==> src/rtl/fetch_ctrl.sv <==
// Instruction fetch sequencer: requests a byte from program memory, holds it
// for the decoder, then strobes the next PC (sequential or branch target).
//
// state | meaning
// ------+--------------------------------------------------------------
// IDLE  | no fetch in flight; waits for en_fetch (blocked once err is set)
// REQ   | mem_req high at a fixed mem_adrs, waiting for mem_ack or timeout
// HOLD  | instr valid, waiting for the decoder to take it
// UPD   | one-cycle en_pc pulse loading nxt_adrs into the pc register
module fetch_ctrl (
    input  logic       clk,
    input  logic       clr,
    input  logic       en_fetch,
    input  logic [7:0] pc_adrs,
    output logic [7:0] nxt_adrs,
    output logic       en_pc,
    output logic       mem_req,
    output logic [7:0] mem_adrs,
    input  logic       mem_ack,
    input  logic [7:0] mem_data,
    output logic [7:0] instr,
    output logic       instr_vld,
    input  logic       instr_take,
    input  logic       br_take,
    input  logic [7:0] br_adrs,
    output logic       err
);

    typedef enum logic [1:0] {
        IDLE = 2'd0,
        REQ  = 2'd1,
        HOLD = 2'd2,
        UPD  = 2'd3
    } state_t;

    // The counter moves 0..14 over the first 15 unacknowledged REQ cycles;
    // the 15th one without ack takes it to 15 and aborts the fetch.
    localparam logic [3:0] WAIT_LAST = 4'd14;

    state_t     state_q;
    logic [3:0] wait_q;
    logic [7:0] nxt_adrs_q;
    logic       en_pc_q;
    logic       mem_req_q;
    logic [7:0] mem_adrs_q;
    logic [7:0] instr_q;
    logic       instr_vld_q;
    logic       err_q;
    logic [7:0] nxt_adrs_d;

    // pc_adrs + 1 is 8-bit modulo, so 8'hFF wraps to 8'h00.
    assign nxt_adrs_d = br_take ? br_adrs : pc_adrs + 8'd1;

    always_ff @(posedge clk or negedge clr) begin
        if (!clr) begin
            state_q     <= IDLE;
            wait_q      <= 4'd0;
            nxt_adrs_q  <= 8'h00;
            en_pc_q     <= 1'b0;
            mem_req_q   <= 1'b0;
            mem_adrs_q  <= 8'h00;
            instr_q     <= 8'h00;
            instr_vld_q <= 1'b0;
            err_q       <= 1'b0;
        end else begin
            case (state_q)
                IDLE: begin
                    if (en_fetch && !err_q) begin
                        state_q    <= REQ;
                        mem_adrs_q <= pc_adrs;
                        mem_req_q  <= 1'b1;
                        wait_q     <= 4'd0;
                    end
                end
                REQ: begin
                    if (mem_ack) begin
                        instr_q     <= mem_data;
                        instr_vld_q <= 1'b1;
                        mem_req_q   <= 1'b0;
                        state_q     <= HOLD;
                    end else if (wait_q == WAIT_LAST) begin
                        wait_q    <= wait_q + 4'd1;
                        mem_req_q <= 1'b0;
                        err_q     <= 1'b1;
                        state_q   <= IDLE;
                    end else begin
                        wait_q <= wait_q + 4'd1;
                    end
                end
                HOLD: begin
                    if (instr_take) begin
                        instr_vld_q <= 1'b0;
                        nxt_adrs_q  <= nxt_adrs_d;
                        en_pc_q     <= 1'b1;
                        state_q     <= UPD;
                    end
                end
                UPD: begin
                    en_pc_q <= 1'b0;
                    if (en_fetch) begin
                        // The pc register loads nxt_adrs on this same edge, so
                        // nxt_adrs_q is the updated pc value.
                        state_q    <= REQ;
                        mem_adrs_q <= nxt_adrs_q;
                        mem_req_q  <= 1'b1;
                        wait_q     <= 4'd0;
                    end else begin
                        state_q <= IDLE;
                    end
                end
                default: state_q <= IDLE;
            endcase
        end
    end

    assign nxt_adrs  = nxt_adrs_q;
    assign en_pc     = en_pc_q;
    assign mem_req   = mem_req_q;
    assign mem_adrs  = mem_adrs_q;
    assign instr     = instr_q;
    assign instr_vld = instr_vld_q;
    assign err       = err_q;

endmodule

==> config.mk <==
export PLATFORM = sky130hd
export DESIGN_NAME = fetch_ctrl
export DESIGN_NICKNAME = d
export VERILOG_FILES = /design/src/rtl/fetch_ctrl.sv
export SDC_FILE = /design/constraint.sdc
export NUM_CORES = 1
export LEC_CHECK = 0
export BUFFER_PORTS_ARGS = -buffer_cell sky130_fd_sc_hd__buf_2
export CAP_MARGIN = 20
export CORE_ASPECT_RATIO = 1.25
export CORE_MARGIN = 2
export CORE_UTILIZATION = 45
export DETAILED_ROUTE_END_ITERATION = 16
export HOLD_SLACK_MARGIN = 0.12
export PLACE_DENSITY = 0.74
export SETUP_SLACK_MARGIN = 0.05
export SYNTH_ARGS = -nofsm -noshare
export SYNTH_HDL_FRONTEND = slang
export SYNTH_SLANG_ARGS = --single-unit
==> constraint.sdc <==
create_clock -name clk -period 1.4 [get_ports clk]
set_input_delay 0.28 -clock clk [delete_from_list [all_inputs] [get_ports clk]]
set_output_delay 0.28 -clock clk [all_outputs]
set_load 0.1 [all_outputs]
==> metrics.md <==
| Metric | Value |
|---|---|
| Status | `finished, violations left` |
| Failing checks | `design-rule violations` |
| Post-synth top flop | `dfrtp_1` |
| Fin. Hold Viols | `0` |
| Crit path max fanout | `3` |
| Gr usage total | `18.2%` |
| Seq. cell area | `857 sq um` |
| PortBufs | `57` |
| # IOs | `58` |
| H-tree levels | `2` |
| ANT cells | `0` |
| Initial DRC count | `30` |
| Fillers | `278` |
| Cell count after synthesis | `159` |
| Share of the yosys chip area belonging to registers | `50.2%` |
| Nets | `266` |
| Starting density of the core | `47.8%` |
| Post-Syn Nets | `192` |
| CTS root buf | `clkbuf_8` |
| Worst EP arrival | `1.07 ns` |
| CP bufs+invs | `2` |
| Startpoint types | `register` |
| Clk sink count | `34` |
| Clk_lat worst skew | `0.28 ns` |
| Synth Area per Inst | `10.7 sq um` |
| Hpwl dp | `2780 microns` |
| Fin. max-slew vios | `0` |
| ANT nets after route | `0` |
| Fmax | `0.740 GHz` |
| Cell Area, Synth | `1700 sq um` |
| Area grow syn2layout | `40.4%` |
| Initial antenna violation count | `0` |
| Reg2Reg Setup Slack | `0.07 ns` |
| Final Non-Filler Cells | `273` |
| Share of the synthesized area in the top cell type | `50.2%` |
| Slew Limit Headroom | `77.9%` |
| RePlAce Congestion | `0.835` |
| Clock tree buffer depth | `2` |
| Row count | `24` |
| Final worst path period need | `1.35 ns` |
| Req. time, crit path | `1.12 ns` |
| Placed insts | `258` |
| DP Area | `2090 sq um` |
| DR WL/cell | `14.5 microns` |
| Max-Cap Viols | `0` |
| Die Width | `58.9 microns` |
| Largest net degree at the start of global routing | `20` |
| Commonest cells in the netlist | `34 x dfrtp_1, 24 x nand2_1, 15 x o21ai_0` |
| Total grt overflow | `0` |
| Post-layout util | `67.2%` |
| Yosys reg bits | `34` |
| Vias in the first global route | `1,305` |
| Clock Pin Slew Worst Setup and Hold Paths | `0.07 ns` |
| Core area | `3540 sq um` |
| Skew final | `0.00462 ns` |
| Final Setup Violations | `0` |
| Layout cells sized above 1 | `45.3%` |
| Crit share post-route | `96.6%` |
| RSZ-0062 raised after global routing | `true` |
| Area contributors post-synth | `dfrtp_1 50%, mux2i_1 7.7%, mux2_2 5.3%` |
| DRC violations left | `1` |
| Crit path largest cell delay | `0.50 ns` |
| Kind of cell adding the most delay to the critical path | `flip-flops` |
| Worst hold path class | `in -> reg` |
| Synth warn | `0` |
| Detailed Route WL | `3950 microns` |
| First-pass GRT wire length | `6000 microns` |
| Full die area | `4280 sq um` |
| Drt via density | `5.26` |
| CTS tree | `built` |
| Most frequent cell after synthesis | `dfrtp_1` |
| Synth cell types | `37` |
| CP Capture Type | `primary output` |
| Synth area leader | `dfrtp_1` |
| TritonRoute pass-1 iters | `10` |
| Fin area | `2380 sq um` |
| Worst path cell trace | `buf_6 > buf_12` |
| Ys async rst share | `100%` |
| Worst-Margin Slew | `0.331 ns` |
| Total CTS buffers | `5` |
| Post-synth EDFFs | `0` |
| Die height | `72.6 microns` |
| Via count | `1,435` |
| Hold slack final | `0.227 ns` |
| Crit path kind | `reg -> out` |
| Max stage delay cell, worst path | `dfrtp_4` |
| Multi-input logic area | `861 sq um` |
## metrics by stage
step                      worst slack (ns)  TNS (ns)
after floorplan                     -0.109    -0.845
after global placement             -0.0787    -0.658
after detailed placement            -0.108    -0.706
after CTS                           0.0518         0
after global routing              -0.00924  -0.00924
final                               0.0481         0
## layout make-up
class                   instances  area share (%)
well taps                      39            2.05
clock buffers                   6            3.47
clock inverters                 2           0.525
multi-input cells             118            36.2
repair buffers                 71            21.3
flip-flops and latches         34            36.0
inverters                       3           0.473
## routing by layer
layer / GRT usage, % / vias up / share of wire, %
met5: 0 / - / 0
met4: 5.56 / 0 / 1.0
met3: 4.43 / 4 / 5.1
met2: 29.0 / 40 / 50
met1: 24.5 / 679 / 43
li1: - / 712 / -
## path summary, 6_finish.rpt
kind / from / end / cells after the start
max: err / err / 2
min: mem_data[7] / instr[7] / 2
max reg2reg: wait_q[0] / state_q[0] / 5
min reg2reg: instr_vld / instr_vld / 2
max in group asynchronous: clr / nxt_adrs[6] / 3
min in group asynchronous: clr / wait_q[1] / 2
## cell families (layout without fill, tap and decap cells)
logic type	after synthesis	count (layout)	share of synthesized area, %
buffers and inverters	8	82	3.32
AND/OR/NAND/NOR	52	53	15.6
adder cells (fa/ha/maj)	3	3	2.21
XOR/XNOR	4	4	2.07
flip-flops	34	34	50.2
multiplexers	21	21	13.0
AO/OA/AOI/OAI	37	37	13.6
## layout by cell type, fill, tap and decap left out, drive strengths merged, types with 3 or more instances in the layout
master | synthesis | layout
buf | 4 | 60
o31ai | 3 | 3
a21oi | 8 | 8
nand2 | 25 | 25
inv | 3 | 3
mux2i | 13 | 13
clkbuf | 1 | 16
mux2 | 8 | 8
dfrtp | 34 | 34
nor2 | 9 | 10
nand3 | 5 | 5
o21ai | 17 | 17
and3 | 3 | 3
ha | 3 | 3
## sequential cells by signal, summed over array words and instances, names as in the netlist, named ones only
signal / flops
wait_q: 4
err: 1
instr: 8
instr_vld: 1
state_q: 1
mem_req: 1
nxt_adrs: 8
en_pc: 1
mem_adrs: 8
## repair_timing
action,4_1_cts,5_1_grt
gates cloned,0,1
buffers inserted,1,4
endpoints found under the setup margin,26,33
hold buffers,1,0
pin swaps,1,5
endpoints found under the hold margin,13,0
resized for setup,19,26
Power is left out: the tool's default activity adds up to more than one toggle a clock period on the data nets, which glitch-free logic cannot reach.
